--- src/rtl/axi_esdi_cmd_master_if.sv ---
// AXI4-Lite CSR bus for the ESDI command master.
// master = bus initiator (host/bench), slave = axi_esdi_cmd_master.
`timescale 1ns/1ps
interface axi_esdi_cmd_master_if;
    logic        awvalid;
    logic        awready;
    logic [4:0]  awaddr;
    logic [2:0]  awprot;
    logic        wvalid;
    logic        wready;
    logic [31:0] wdata;
    logic [3:0]  wstrb;
    logic        bvalid;
    logic        bready;
    logic [1:0]  bresp;
    logic        arvalid;
    logic        arready;
    logic [4:0]  araddr;
    logic [2:0]  arprot;
    logic        rvalid;
    logic        rready;
    logic [31:0] rdata;
    logic [1:0]  rresp;

    modport master (
        output awvalid, awaddr, awprot, wvalid, wdata, wstrb, bready,
               arvalid, araddr, arprot, rready,
        input  awready, wready, bvalid, bresp, arready, rvalid, rdata, rresp
    );

    modport slave (
        input  awvalid, awaddr, awprot, wvalid, wdata, wstrb, bready,
               arvalid, araddr, arprot, rready,
        output awready, wready, bvalid, bresp, arready, rvalid, rdata, rresp
    );
endinterface

--- src/rtl/axi_esdi_cmd_master.sv ---
// ESDI serial command initiator: shifts {cmd, odd parity} to the drive bit by bit,
// optionally clocks back a 17-bit config/status word, then waits for command_complete.
`timescale 1ns/1ps
module axi_esdi_cmd_master #(
    parameter int DATA_SETUP   = 6,
    parameter int ACK_TIMEOUT  = 1_000_000,
    parameter int CMPL_TIMEOUT = 1_000_000
) (
    input  logic                 csr_aclk,
    input  logic                 csr_aresetn,
    axi_esdi_cmd_master_if.slave csr,
    output logic                 interrupt,
    output logic                 esdi_transfer_req,
    output logic                 esdi_command_data,
    input  logic                 esdi_transfer_ack,
    input  logic                 esdi_confstat_data,
    input  logic                 esdi_command_complete,
    input  logic                 esdi_attention,
    input  logic                 esdi_ready,
    input  logic                 esdi_drive_selected
);
    localparam logic [31:0] SETUP_LAST = 32'(DATA_SETUP - 1);
    localparam logic [31:0] ACK_LAST   = 32'(ACK_TIMEOUT - 1);
    localparam logic [31:0] CMPL_LAST  = 32'(CMPL_TIMEOUT - 1);

    localparam logic [2:0] A_CTRL   = 3'd0;
    localparam logic [2:0] A_STATUS = 3'd1;
    localparam logic [2:0] A_CMD    = 3'd2;
    localparam logic [2:0] A_RESP   = 3'd3;
    localparam logic [2:0] A_IRQ    = 3'd4;

    localparam logic [2:0] E_ACK   = 3'd1;
    localparam logic [2:0] E_PAR   = 3'd2;
    localparam logic [2:0] E_CMPL  = 3'd3;
    localparam logic [2:0] E_ATTN  = 3'd4;
    localparam logic [2:0] E_START = 3'd5;

    typedef enum logic [2:0] {
        IDLE, SETUP, REQ, REL, RX_REQ, RX_REL, CMPL, DONE
    } state_t;

    // ------------------------------------------------------------------
    // Input synchronizers
    // ------------------------------------------------------------------
    logic [5:0] meta_q;
    logic [5:0] sync_q;
    logic       ack_s, conf_s, cmpl_s, att_s, rdy_s, sel_s;

    always_ff @(posedge csr_aclk or negedge csr_aresetn) begin
        if (!csr_aresetn) begin
            meta_q <= '0;
            sync_q <= '0;
        end else begin
            meta_q <= {esdi_transfer_ack, esdi_confstat_data, esdi_command_complete,
                       esdi_attention, esdi_ready, esdi_drive_selected};
            sync_q <= meta_q;
        end
    end

    assign {ack_s, conf_s, cmpl_s, att_s, rdy_s, sel_s} = sync_q;

    // ------------------------------------------------------------------
    // AXI4-Lite slave: aw/w captured independently, committed together
    // ------------------------------------------------------------------
    logic        ready_en_q;
    logic        aw_held_q, w_held_q, bvalid_q, rvalid_q;
    logic [2:0]  waddr_q;
    logic [15:0] wdata_q;
    logic        wstrb0_q;
    logic [31:0] rdata_q;
    logic [31:0] rd_mux;
    logic        aw_fire, w_fire, ar_fire, wr_commit;

    assign csr.awready = ready_en_q && !aw_held_q && !bvalid_q;
    assign csr.wready  = ready_en_q && !w_held_q && !bvalid_q;
    assign csr.arready = ready_en_q && !rvalid_q;
    assign csr.bvalid  = bvalid_q;
    assign csr.bresp   = 2'b00;
    assign csr.rvalid  = rvalid_q;
    assign csr.rdata   = rdata_q;
    assign csr.rresp   = 2'b00;

    assign aw_fire   = csr.awvalid && csr.awready;
    assign w_fire    = csr.wvalid && csr.wready;
    assign ar_fire   = csr.arvalid && csr.arready;
    assign wr_commit = aw_held_q && w_held_q && !bvalid_q;

    logic unused_bits;
    assign unused_bits = ^{csr.awaddr[1:0], csr.araddr[1:0], csr.awprot, csr.arprot,
                           csr.wstrb[3:1], csr.wdata[31:16]};

    always_ff @(posedge csr_aclk or negedge csr_aresetn) begin
        if (!csr_aresetn) begin
            ready_en_q <= 1'b0;
            aw_held_q  <= 1'b0;
            w_held_q   <= 1'b0;
            bvalid_q   <= 1'b0;
            rvalid_q   <= 1'b0;
            waddr_q    <= '0;
            wdata_q    <= '0;
            wstrb0_q   <= 1'b0;
            rdata_q    <= '0;
        end else begin
            ready_en_q <= 1'b1;
            if (aw_fire) begin
                aw_held_q <= 1'b1;
                waddr_q   <= csr.awaddr[4:2];
            end
            if (w_fire) begin
                w_held_q <= 1'b1;
                wdata_q  <= csr.wdata[15:0];
                wstrb0_q <= csr.wstrb[0];
            end
            if (wr_commit) begin
                aw_held_q <= 1'b0;
                w_held_q  <= 1'b0;
                bvalid_q  <= 1'b1;
            end else if (bvalid_q && csr.bready) begin
                bvalid_q <= 1'b0;
            end
            if (ar_fire) begin
                rvalid_q <= 1'b1;
                rdata_q  <= rd_mux;
            end else if (rvalid_q && csr.rready) begin
                rvalid_q <= 1'b0;
            end
        end
    end

    // ------------------------------------------------------------------
    // Control state
    // ------------------------------------------------------------------
    state_t      state_q, state_d;
    logic [31:0] cnt_q, cnt_d;
    logic [4:0]  bit_q, bit_d;
    logic [16:0] tx_q, tx_d;
    logic [16:0] rx_q, rx_d;
    logic [16:0] resp_q, resp_d;
    logic [2:0]  ctrl_q, ctrl_d;
    logic        done_q, done_d;
    logic [2:0]  err_q, err_d;
    logic        att_prev_q;
    logic        req_q, cmd_data_q;
    logic [2:0]  fsm_err, err_set;
    logic        busy, abort, cmd_accept, start_ok, start_fail, irq_clear, att_rise, rx_par_bad;

    assign busy       = (state_q != IDLE) && (state_q != DONE);
    assign abort      = ctrl_q[0] || !ctrl_q[1];
    assign cmd_accept = wr_commit && (waddr_q == A_CMD) && !abort && (state_q == IDLE);
    assign start_ok   = cmd_accept && sel_s && rdy_s;
    assign start_fail = cmd_accept && !(sel_s && rdy_s);
    assign irq_clear  = wr_commit && (waddr_q == A_IRQ) && wstrb0_q && wdata_q[0];
    assign att_rise   = att_s && !att_prev_q && busy;
    assign rx_par_bad = (~^rx_q[16:1]) != rx_q[0];

    always_comb begin
        state_d = state_q;
        bit_d   = bit_q;
        tx_d    = tx_q;
        rx_d    = rx_q;
        resp_d  = resp_q;
        fsm_err = 3'd0;
        case (state_q)
            IDLE: begin
                if (start_ok) begin
                    state_d = SETUP;
                    bit_d   = '0;
                    tx_d    = {wdata_q, ~^wdata_q};
                end
            end
            SETUP: begin
                if (cnt_q == SETUP_LAST) state_d = REQ;
            end
            REQ: begin
                if (ack_s) begin
                    state_d = REL;
                end else if (cnt_q == ACK_LAST) begin
                    fsm_err = E_ACK;
                    state_d = DONE;
                end
            end
            REL: begin
                if (!ack_s) begin
                    if (bit_q == 5'd16) begin
                        bit_d   = '0;
                        state_d = ctrl_q[2] ? RX_REQ : CMPL;
                    end else begin
                        bit_d   = bit_q + 5'd1;
                        tx_d    = {tx_q[15:0], 1'b0};
                        state_d = SETUP;
                    end
                end else if (cnt_q == ACK_LAST) begin
                    fsm_err = E_ACK;
                    state_d = DONE;
                end
            end
            RX_REQ: begin
                if (ack_s) begin
                    rx_d    = {rx_q[15:0], conf_s};
                    state_d = RX_REL;
                end else if (cnt_q == ACK_LAST) begin
                    fsm_err = E_ACK;
                    state_d = DONE;
                end
            end
            RX_REL: begin
                if (!ack_s) begin
                    if (bit_q == 5'd16) begin
                        resp_d  = {rx_par_bad, rx_q[16:1]};
                        fsm_err = rx_par_bad ? E_PAR : 3'd0;
                        state_d = CMPL;
                    end else begin
                        bit_d   = bit_q + 5'd1;
                        state_d = RX_REQ;
                    end
                end else if (cnt_q == ACK_LAST) begin
                    fsm_err = E_ACK;
                    state_d = DONE;
                end
            end
            CMPL: begin
                if (cmpl_s) begin
                    state_d = DONE;
                end else if (cnt_q == CMPL_LAST) begin
                    fsm_err = E_CMPL;
                    state_d = DONE;
                end
            end
            DONE:    state_d = IDLE;
            default: state_d = IDLE;
        endcase
        if (abort) begin
            state_d = IDLE;
            resp_d  = '0;
        end
    end

    assign cnt_d = ((state_d != state_q) || (state_q == IDLE)) ? 32'd0 : cnt_q + 32'd1;

    // Only the first error is kept; a clear and a new error in the same cycle keeps the new one.
    always_comb begin
        ctrl_d  = ctrl_q;
        done_d  = done_q;
        err_d   = err_q;
        err_set = fsm_err;
        if (att_rise && (err_set == 3'd0)) err_set = E_ATTN;
        if (start_fail) err_set = E_START;
        if (wr_commit && (waddr_q == A_CTRL) && wstrb0_q) ctrl_d = wdata_q[2:0];
        if (irq_clear) begin
            done_d = 1'b0;
            err_d  = 3'd0;
        end
        if (err_d == 3'd0) err_d = err_set;
        if ((state_q == DONE) || start_fail) done_d = 1'b1;
        if (abort) begin
            done_d = 1'b0;
            err_d  = 3'd0;
        end
    end

    always_ff @(posedge csr_aclk or negedge csr_aresetn) begin
        if (!csr_aresetn) begin
            state_q    <= IDLE;
            cnt_q      <= '0;
            bit_q      <= '0;
            tx_q       <= '0;
            rx_q       <= '0;
            resp_q     <= '0;
            ctrl_q     <= '0;
            done_q     <= 1'b0;
            err_q      <= '0;
            att_prev_q <= 1'b0;
            req_q      <= 1'b0;
            cmd_data_q <= 1'b0;
        end else begin
            state_q    <= state_d;
            cnt_q      <= cnt_d;
            bit_q      <= bit_d;
            tx_q       <= tx_d;
            rx_q       <= rx_d;
            resp_q     <= resp_d;
            ctrl_q     <= ctrl_d;
            done_q     <= done_d;
            err_q      <= err_d;
            att_prev_q <= att_s;
            req_q      <= (state_d == REQ) || (state_d == RX_REQ);
            cmd_data_q <= ((state_d == SETUP) || (state_d == REQ) || (state_d == REL)) ? tx_d[16] : 1'b0;
        end
    end

    always_comb begin
        rd_mux = 32'h0;
        case (csr.araddr[4:2])
            A_CTRL:   rd_mux = {29'h0, ctrl_q};
            A_STATUS: rd_mux = {20'h0, err_q, busy, done_q, att_s, cmpl_s, rdy_s, sel_s, 3'h0};
            A_RESP:   rd_mux = {15'h0, resp_q};
            default:  rd_mux = 32'h0;
        endcase
    end

    assign interrupt         = done_q;
    assign esdi_transfer_req = req_q;
    assign esdi_command_data = cmd_data_q;
endmodule

--- src/flat_wrapper.sv ---
// flat-port wrapper written by rule: the top's interface ports become plain ports
module axi_esdi_cmd_master_flat 
#(
    parameter int DATA_SETUP   = 6,
    parameter int ACK_TIMEOUT  = 1_000_000,
    parameter int CMPL_TIMEOUT = 1_000_000
)
  (csr_aclk, csr_aresetn, interrupt, esdi_transfer_req, esdi_command_data, esdi_transfer_ack, esdi_confstat_data, esdi_command_complete, esdi_attention, esdi_ready, esdi_drive_selected, csr_awvalid, csr_awaddr, csr_awprot, csr_wvalid, csr_wdata, csr_wstrb, csr_bready, csr_arvalid, csr_araddr, csr_arprot, csr_rready, csr_awready, csr_wready, csr_bvalid, csr_bresp, csr_arready, csr_rvalid, csr_rdata, csr_rresp);
  axi_esdi_cmd_master_if csr_i ();
  input  logic csr_aclk;
  input  logic csr_aresetn;
  output logic interrupt;
  output logic esdi_transfer_req;
  output logic esdi_command_data;
  input  logic esdi_transfer_ack;
  input  logic esdi_confstat_data;
  input  logic esdi_command_complete;
  input  logic esdi_attention;
  input  logic esdi_ready;
  input  logic esdi_drive_selected;
  input wire logic [$bits(csr_i.awvalid)-1:0] csr_awvalid;
  input wire logic [$bits(csr_i.awaddr)-1:0] csr_awaddr;
  input wire logic [$bits(csr_i.awprot)-1:0] csr_awprot;
  input wire logic [$bits(csr_i.wvalid)-1:0] csr_wvalid;
  input wire logic [$bits(csr_i.wdata)-1:0] csr_wdata;
  input wire logic [$bits(csr_i.wstrb)-1:0] csr_wstrb;
  input wire logic [$bits(csr_i.bready)-1:0] csr_bready;
  input wire logic [$bits(csr_i.arvalid)-1:0] csr_arvalid;
  input wire logic [$bits(csr_i.araddr)-1:0] csr_araddr;
  input wire logic [$bits(csr_i.arprot)-1:0] csr_arprot;
  input wire logic [$bits(csr_i.rready)-1:0] csr_rready;
  output wire logic [$bits(csr_i.awready)-1:0] csr_awready;
  output wire logic [$bits(csr_i.wready)-1:0] csr_wready;
  output wire logic [$bits(csr_i.bvalid)-1:0] csr_bvalid;
  output wire logic [$bits(csr_i.bresp)-1:0] csr_bresp;
  output wire logic [$bits(csr_i.arready)-1:0] csr_arready;
  output wire logic [$bits(csr_i.rvalid)-1:0] csr_rvalid;
  output wire logic [$bits(csr_i.rdata)-1:0] csr_rdata;
  output wire logic [$bits(csr_i.rresp)-1:0] csr_rresp;
  assign csr_i.awvalid = csr_awvalid;
  assign csr_i.awaddr = csr_awaddr;
  assign csr_i.awprot = csr_awprot;
  assign csr_i.wvalid = csr_wvalid;
  assign csr_i.wdata = csr_wdata;
  assign csr_i.wstrb = csr_wstrb;
  assign csr_i.bready = csr_bready;
  assign csr_i.arvalid = csr_arvalid;
  assign csr_i.araddr = csr_araddr;
  assign csr_i.arprot = csr_arprot;
  assign csr_i.rready = csr_rready;
  assign csr_awready = csr_i.awready;
  assign csr_wready = csr_i.wready;
  assign csr_bvalid = csr_i.bvalid;
  assign csr_bresp = csr_i.bresp;
  assign csr_arready = csr_i.arready;
  assign csr_rvalid = csr_i.rvalid;
  assign csr_rdata = csr_i.rdata;
  assign csr_rresp = csr_i.rresp;
  axi_esdi_cmd_master #(.DATA_SETUP(DATA_SETUP), .ACK_TIMEOUT(ACK_TIMEOUT), .CMPL_TIMEOUT(CMPL_TIMEOUT)) u_core (.csr_aclk(csr_aclk), .csr_aresetn(csr_aresetn), .csr(csr_i), .interrupt(interrupt), .esdi_transfer_req(esdi_transfer_req), .esdi_command_data(esdi_command_data), .esdi_transfer_ack(esdi_transfer_ack), .esdi_confstat_data(esdi_confstat_data), .esdi_command_complete(esdi_command_complete), .esdi_attention(esdi_attention), .esdi_ready(esdi_ready), .esdi_drive_selected(esdi_drive_selected));
endmodule
--- config.mk ---
export PLATFORM = sky130hd
export DESIGN_NAME = axi_esdi_cmd_master_flat
export DESIGN_NICKNAME = d
export VERILOG_FILES = /design/src/rtl/axi_esdi_cmd_master_if.sv /design/src/rtl/axi_esdi_cmd_master.sv /design/src/flat_wrapper.sv
export SDC_FILE = /design/constraint.sdc
export NUM_CORES = 1
export LEC_CHECK = 0
export CORE_AREA = 2 2 131 133
export DETAILED_ROUTE_END_ITERATION = 10
export DIE_AREA = 0 0 133 135
export DONT_BUFFER_PORTS = 1
export GPL_TIMING_DRIVEN = 0
export REMOVE_ABC_BUFFERS = 1
export SYNTH_ARGS = -nofsm -noshare
export SYNTH_HDL_FRONTEND = slang
export SYNTH_SLANG_ARGS = --single-unit
--- constraint.sdc ---
create_clock -name csr_aclk -period 2.9 [get_ports csr_aclk]
set_input_delay 0.145 -clock csr_aclk [delete_from_list [all_inputs] [get_ports csr_aclk]]
set_output_delay 0.145 -clock csr_aclk [all_outputs]
set_load 0.02 [all_outputs]
; ---- Word-level counts from Yosys, hierarchy flattened
; Cells that the tools add are included.
[word_totals]
ff_bits = 170
input_bits = 65
output_inout_bits = 44
word_cells = 172
[classes]
addsub = 2
eq_ne = 27
muxes = 55
reduce_logical = 64
[op_table]
columns = cell, count
row1 = two-way mux 17 bit, 7
row2 = two-way mux 3 bit, 20
row3 = one-hot mux 17 bit (3 select lines), 1
row4 = one-hot mux 17 bit (2 select lines), 1
row5 = "adder 32 x 1 -> 32 bit, second input constant", 1
row6 = "== test 32 x 20 -> 1 bit, second input constant", 1
row7 = "== test 32 x 3 -> 1 bit, second input constant", 1
row8 = two-way mux 32 bit, 1
row9 = XNOR reduction 16 bit, 2
row10 = logical AND 1 bit, 28
row11 = two-way mux 5 bit, 5
row12 = one-hot mux 3 bit (8 select lines), 1
row13 = "== test 3 x 2 -> 1 bit, second input constant", 6
row14 = "== test 3 bit, second input constant", 6
row15 = zero test 3 bit, 5
row16 = one-hot mux 5 bit (3 select lines), 1
row17 = nonzero test 2 bit, 7
row18 = two-way mux 1 bit, 13
row19 = one-hot mux 3 bit (4 select lines), 1
row20 = "!= test 2 bit, second input constant", 5
row21 = "== test 3 x 1 -> 1 bit, second input constant", 3
row22 = nonzero test 3 bit, 3
row23 = zero test 1 bit, 8
row24 = two-way mux 2 bit, 4
row25 = 12 further kinds, 17

; ---- Logic depth before layout (Yosys ltp)
; Gate-level depths: netlist of run 1.
[logic_depth]
depth_word = 14
depth_mapped = 10

; ---- Worst setup path before layout of run 1
; Ideal clock, no wire load.
[synth_timing]
path_kind = register -> register
from = register u_core.cnt_q[0]
to = register u_core.cnt_q[12]
setup_ns = 0.071
arrival_time_ns = 2.254
required_time_ns = 2.829
path_slack_ns = 0.574
stages_incl_launch_ff = 10
path_buffers = 1
cell_sequence = dfrtp_1 -> ha_1 -> nand4_1 -> nor4_1 -> nor2_1 -> o211ai_1 -> nor4b_1 -> o21ai_2 -> buf_6 -> nor2_1
[synth_between]
elab_chain_len = 8
[synth_lines]
columns = item, line
row1 = start: declaration, axi_esdi_cmd_master.sv:134  ; logic [31:0] cnt_q, cnt_d;
row2 = start signal: assignment, axi_esdi_cmd_master.sv:277  ; cnt_q <= cnt_d;
row3 = == test 32 x 20 -> 1 bit, n/a
row4 = two-way mux 3 bit, n/a
row5 = "two-way mux 3 bit, on equally long branches", n/a
row6 = one-hot mux 3 bit (8 select lines), axi_esdi_cmd_master.sv:163  ; case (state_q)
row7 = two-way mux 3 bit, axi_esdi_cmd_master.sv:232  ; if (abort) begin
row8 = != test 3 bit, axi_esdi_cmd_master.sv:238  ; assign cnt_d = ((state_d != state_q) || (state_q == IDLE)) ? 32'd0 : cnt_q + 32'd1;
row9 = logical OR 1 bit, axi_esdi_cmd_master.sv:238
row10 = two-way mux 32 bit (*), axi_esdi_cmd_master.sv:238
row11 = via u_core.cnt_d[12], axi_esdi_cmd_master.sv:134
; Mark *: on every way through the listed nets, which the timed path passes. The rest lies on a longest branch.
; A chain may end at the register's enable or synchronous reset.

; ---- Worst setup path after layout of run 1
[layout_timing]
from = register u_core.state_q[2]
to = register u_core.cnt_q[9]
[layout_between]
elab_chain_len = 10
[layout_lines]
columns = item, line
row1 = start: declaration, axi_esdi_cmd_master.sv:133  ; state_t state_q, state_d;
row2 = start signal: assignment, axi_esdi_cmd_master.sv:276  ; state_q <= state_d;
row3 = zero test 3 bit, "axi_esdi_cmd_master.sv:149, axi_esdi_cmd_master.sv:163, axi_esdi_cmd_master.sv:238"
row4 = logical AND 1 bit, axi_esdi_cmd_master.sv:149  ; assign cmd_accept = wr_commit && (waddr_q == A_CMD) && !abort && (state_q == IDLE);
row5 = logical AND 1 bit (2 in a row), axi_esdi_cmd_master.sv:150  ; assign start_ok = cmd_accept && sel_s && rdy_s;
row6 = two-way mux 3 bit, axi_esdi_cmd_master.sv:165  ; if (start_ok) begin
row7 = one-hot mux 3 bit (8 select lines), axi_esdi_cmd_master.sv:163
row8 = two-way mux 3 bit, axi_esdi_cmd_master.sv:232
row9 = != test 3 bit, axi_esdi_cmd_master.sv:238
row10 = logical OR 1 bit (*), axi_esdi_cmd_master.sv:238
row11 = two-way mux 32 bit (*), axi_esdi_cmd_master.sv:238
row12 = via u_core.cnt_d[9], axi_esdi_cmd_master.sv:134
; Marked as above.

==> results of run 1 <==
-- synth_stat cells (all sizes together), types with 8 or more instances --
cell    instances  area (um^2)
a21oi          26          130
a22oi          20          150
buf            26          193
clkbuf         17         63.8
dfrtp         155         3880
inv            13         48.8
mux2           40          450
mux2i           8         80.1
nand2         109          409
nand3          18         90.1
nand4           8         50.1
nor2           65          246
nor3            9         45.0
nor4           10         83.8
o21ai          28          144
xnor2          43          377
xor2           17          149
-- path summary, 6_finish.rpt --
kind | end | cells after the start
worst min-delay path | u_core.cnt_q[7] | 0
worst max register to register | u_core.cnt_q[9] | 8
max in group asynchronous | u_core.state_q[0] | 0
worst min register to register | u_core.sync_q[4] | 0
min in group csr_aclk | u_core.csr.rdata[8] | 3
worst max-delay path | u_core.cnt_q[9] | 8
-- layout by cell type, fill, tap and decap left out, drive strengths merged, types with 6 or more instances in the layout --
cell	instances
nand4	8
xor2	17
o31ai	6
inv	19
dfrtp	155
nand2	109
nor4	10
mux2	40
dlygate4sd3	30
o21ai	29
nor3	9
a21oi	26
xnor2	43
nand2b	7
clkbuf	17
nand3	18
nor2b	6
mux2i	8
buf	8
a22oi	20
conb	20
nor2	65
-- per-layer routing --
metal / track usage [%] / vias up / routed length (um)
li1: - / 2438 / -
met1: 23.8 / 2506 / 6990
met2: 27.5 / 152 / 7190
met3: 4.09 / 14 / 787
met4: 6.39 / 0 / 164
met5: 0 / - / 0
-- state kept, by name (all words and copies together) (netlist names), 3 cells and up --
register and cells:
u_core.resp_q 17, u_core.waddr_q 3, u_core.wdata_q 16, u_core.csr.rdata 17, u_core.tx_q 17, u_core.bit_q 5
u_core.meta_q 6, u_core.sync_q 6, u_core.ctrl_q 3, u_core.err_q 3, u_core.cnt_q 32, u_core.state_q 3
u_core.rx_q 17
-- cells by family after synthesis --
| group | share of synthesized area [%] |
|---|---|
| simple gates | 17.5 |
| flops | 53.4 |
| compound gates | 9.25 |
| xor+xnor | 7.55 |
| buf+inv | 4.20 |
| mux | 7.31 |
| fa+ha+maj | 0.689 |
| other cells | 0.103 |
-- critical path: cells and delay by family (launching register included) --
family | cells | cell delay, ns
and+or+nand+nor | 4 | 1.42
AOI/OAI and AO/OA | 3 | 0.56
DFF | 1 | 0.55
buffers and inverters | 1 | 0.17
-- timing repair --
action | in CTS | in global routing
endpoints found under the hold margin | 195 | 155
gates resized for setup | 10 | 5
pin swaps | 3 | 2
setup buffers | 2 | 4
endpoints found under the setup margin | 53 | 35
gates cloned | 1 | 0
-- cell type report --
class	instances	area share (%)
Sequential cell	155	46.0
Multi-Input combinational cell	503	38.5
Clock buffer	17	5.05
Timing Repair Buffer	38	4.66
Tap cell	220	3.27
Clock inverter	14	1.89
Inverter	13	0.579
-- where the power goes --
group | total, W | internal, W | switching [W]
Clock | 0.00217 | 0.00121 | 0.000957
Combinational | 0.000934 | 0.000502 | 0.000432
Sequential | 0.00261 | 0.00238 | 0.000231
-- per-stage QoR --
stage                     hold WS, ns  utilization, %  area, um^2  worst slack [ns]
final                          -0.577            51.4        8430             0.124
after global placement         -0.140            44.8        7350            -0.666
after CTS                      -0.596            50.9        8350            0.0135
after global routing           -0.604            51.4        8430            0.0123
after detailed placement       -0.140            44.9        7360            -0.747
after floorplan                -0.151               -        7070             0.236
==> impl_metrics.yaml, run 1 <==
cells_and_area:
  n_fill_cell: 1436
  area_growth_pct: 16.1
  multi_input_area_mm2: 0.00325
  seq_area_mm2: 0.00388
  nNetsFinal: 797
  drive_gt1_share_pct: 13.2
  final_cells: 960
  antenna_cells: 0
sta:
  fin_tns_setup_ns: 0
  fmax_mhz: 360
  slew_viol_final: 0
  rsz0062_at_grt: "no"
  hold_violations: 155
  fin_crit_sh_pct: 95.7
  min_period_ns: 2.78
  relSlewSlack_pct: 35.5
  holdWs_ns: -0.577
  finalSetupViolations: 0
  fin_skew_ns: 0.0101
  tightest_slew_ns: 0.968
yosys:
  synthFlopType: "dfrtp_1"
  synth_edf_count: 0
  ys_ff_latch: 155
  ys_async_sr_fraction_pct: 100
  syn_inst: 695
  yosysWarnings: 0
  synth.distinct_cells: 63
  syn_avg_cell_area_um2: 10.4
  syn-cell-area_mm2: 0.00726
  yosysSeqAreaShare_pct: 53.4
critical_path:
  arrival_ns: 3.13
  end_kind: "register"
  crit_path_start: "u_core.state_q[2]"
  criticalPathCategory: "reg -> reg"
  reg2reg_slack_ns: 0.12
  crit-reg2reg-launch: "u_core.state_q[2]"
  cp.required_ns: 3.25
  critPathMaxStageDelay_ns: 0.55
  worstSetupStartpointType: "register"
  crit_fanout: 16
  critPathSlowestCell: "dfrtp_1"
  crit_chain: "or3_4 -> or4_1 -> nor2_2 -> o31ai_1 -> a2bb2oi_2 -> o21ai_4 -> buf_12 -> nor2_1"
floorplan:
  core_area_mm2: 0.0164
  die_w_um: 133
  die_h_um: 135
  dieArea_mm2: 0.0180
  num_rows: 47
  start_util_pct: 44.3
  ios: 109
clocking:
  clockRootBuffer: "clkbuf_16"
  cts.sinks: 155
  clk_pin_slew_worst_paths_ns: 0.06
  clk_latency_ns: 0.43
  cts-hold-fix-buffers: 30
  cts_made_buffers: 17
  cts_buffer_depth: 2
  cts_tree: "built"
  ctsHtreeMaxLevel: 4
grt:
  grt_pass1_vias: 4954
  grt_pass1_wl_um: 24900
  grt_max_degree: 156
  grt_usage_pct: 17.5
  grt_antenna_before_repair: 0
  grt_overflow: 0
power:
  p_leak_nw: 3.52
  vdd_drop_max_v: 0.000492
  p_per_area_mw_per_mm2: 678
  p_total_w: 0.00571
route:
  ant_nets: 0
  drtPass1Iterations: 5
  drc: 0
  drt-initial-drc-count: 283
  wirelength_um: 15100
  vias: 5110
  wl_per_cell_um: 15.8
  vias_per_cell: 5.32
placement:
  globalplace.congestion: 0.812
  place_inst: 891
  hpwlAfterDp_um: 9870
  portBuffers: 0
run_status:
  failed_checks: "hold timing"
  status: "complete, but fails checks"
run:
  drv_cap: 0
worst_hold_path:
  hp-class: "in -> async"
No activity file was read; power rests on OpenSTA's default activity.
==> inputs of run 2 (changes only) <==
CORE_AREA = 2 2 146 119   (was 2 2 131 133)
DIE_AREA = 0 0 148 121   (was 0 0 133 135)
==> impl_metrics.yaml, run 2 (synthesized netlist as in run 1, its figures left out) <==
power:
  vdd_drop_max_v: 0.000366
  intPower_w: 0.00416
  p_sw_share_pct: 27.3
  p_sw_w: 0.00156
  p_clk_share_pct: 37.3
  p_per_area_mw_per_mm2: 681
  combPwrFrac_pct: 16.7
  p_leak_nw: 3.49
  seqPwrFrac_pct: 46.0
floorplan:
  dieArea_mm2: 0.0179
  ios: 109
  num_rows: 42
  core_area_mm2: 0.0164
  start_util_pct: 44.3
  die_w_um: 148
  die_h_um: 121
critical_path:
  crit_fanout: 16
  crit_path_start: "u_core.cnt_q[0]"
  worstSetupStartpointType: "register"
  end_kind: "register"
  arrival_ns: 3.07
  reg2reg_slack_ns: 0.17
  r2r_end: "u_core.cnt_q[25]"
  reg2reg_depth: 10
  crit-reg2reg-launch: "u_core.cnt_q[0]"
  criticalPathCategory: "reg -> reg"
  cp.required_ns: 3.24
cells_and_area:
  regMostFlops: "u_core.cnt_q"
  largest_reg_flops: 32
  final_cells: 961
  seq_area_mm2: 0.00388
  layout_common_cells: "153 x dfrtp_1, 109 x nand2_1, 61 x nor2_1"
  area_growth_pct: 15.6
  drive_gt1_share_pct: 13.4
  layout_commonest_cell: "dfrtp_1"
  multi_input_area_mm2: 0.00324
  n_fill_cell: 1436
  antenna_cells: 0
  nNetsFinal: 797
sta:
  fin_skew_ns: 0.0163
  fin_tns_setup_ns: 0
  slew_viol_final: 0
  finalSetupViolations: 0
  min_period_ns: 2.73
  relSlewSlack_pct: 38.5
  hold_violations: 155
  holdWs_ns: -0.583
  fin_crit_sh_pct: 94.0
  tightest_slew_ns: 0.923
  fin_ws_ns: 0.174
  fmax_mhz: 367
route:
  drt-initial-drc-count: 349
  drtPass1Iterations: 5
  wirelength_um: 15300
  ant_nets: 0
  drc: 0
  vias_per_cell: 5.32
  wl_per_cell_um: 15.9
  vias: 5108
grt:
  grt_usage_pct: 17.9
  grt_overflow: 0
  grt_pass1_wl_um: 25400
  grt_antenna_before_repair: 0
  grt_max_degree: 156
  grt_pass1_vias: 4921
run_status:
  failed_checks: "hold timing"
  status: "complete, but fails checks"
placement:
  globalplace.congestion: 0.790
  portBuffers: 0
  place_ws_ns: -0.641
  hpwlAfterDp_um: 10100
  place_inst: 891
clocking:
  cts-hold-fix-buffers: 30
  clockRootBuffer: "clkbuf_16"
  cts_made_buffers: 17
  ctsHtreeMaxLevel: 4
  clk_latency_ns: 0.42
  cts_buffer_depth: 2
  clk_pin_slew_worst_paths_ns: 0.07
  cts.sinks: 155
  cts_tree: "built"
run:
  drv_cap: 0
worst_hold_path:
  hp-class: "in -> async"
==> run 2: routing by layer <==
metal | share of wire [%] | track usage (%) | vias to the layer above
li1 | - | - | 2443
met1 | 52 | 26.6 | 2541
met2 | 44 | 26.0 | 114
met3 | 3.9 | 4.44 | 10
met4 | 0.83 | 4.88 | 0
met5 | 0 | 0 | -
==> run 2: stage by stage <==
step / total power, W / cell area [um^2] / utilization [%]
finish: 0.00572 / 8400 / 51.2
floorplan: 0.00335 / 7070 / -
global placement: 0.00356 / 7350 / 44.8
detailed placement: 0.00357 / 7360 / 44.9
CTS: 0.00578 / 8340 / 50.9
global route: 0.00599 / 8400 / 51.2
==> run 2: critical path, stage by stage, from the launching register on <==
cell and delay, ns:
dfrtp_1 0.41, ha_1 0.26, nand4_1 0.28, nor4_4 0.42
nor2_1 0.07, o211ai_1 0.40, nor4b_4 0.27, buf_4 0.19
o21ai_4 0.06, buf_12 0.17, nor2_1 0.12
==> run 2: layout make-up <==
| type | count | area share, % |
|---|---|---|
| Timing Repair Buffer | 38 | 4.49 |
| Sequential cell | 155 | 46.2 |
| Clock inverter | 9 | 1.04 |
| Multi-Input combinational cell | 503 | 38.6 |
| Clock buffer | 23 | 5.81 |
| Tap cell | 220 | 3.28 |
| Inverter | 13 | 0.581 |
==> run 2: timing repair <==
item | 4_1_cts | 5_1_grt
hold endpoints to repair | 195 | 155
setup endpoints to repair | 53 | 35
cloned | 1 | 0
resized for setup | 10 | 5
pin swaps | 2 | 2
buffers inserted | 2 | 5
==> run 2: how the worst max path moves through the flow <==
stage | endpoint | slack, ns | depth (start not counted)
5_1_grt | u_core.cnt_q[25] | -0.01 | 10
4_1_cts | u_core.cnt_q[4] | 0.02 | 8
3_3_place_gp | u_core.cnt_q[25] | -0.61 | 8
6_report | u_core.cnt_q[25] | 0.17 | 10
2_1_floorplan | u_core.cnt_q[10] | 0.24 | 8
3_5_place_dp | u_core.cnt_q[7] | -0.64 | 8
==> run 2: power by group through the flow <==
stage | Sequential, W | Combinational (W) | Clock, W
global route | 0.00266 | 0.00105 | 0.00228
floorplan | 0.00258 | 0.000770 | 0
CTS | 0.00263 | 0.000963 | 0.00219
global placement | 0.00266 | 0.000899 | 0
detailed placement | 0.00266 | 0.000909 | 0
finish | 0.00263 | 0.000957 | 0.00213
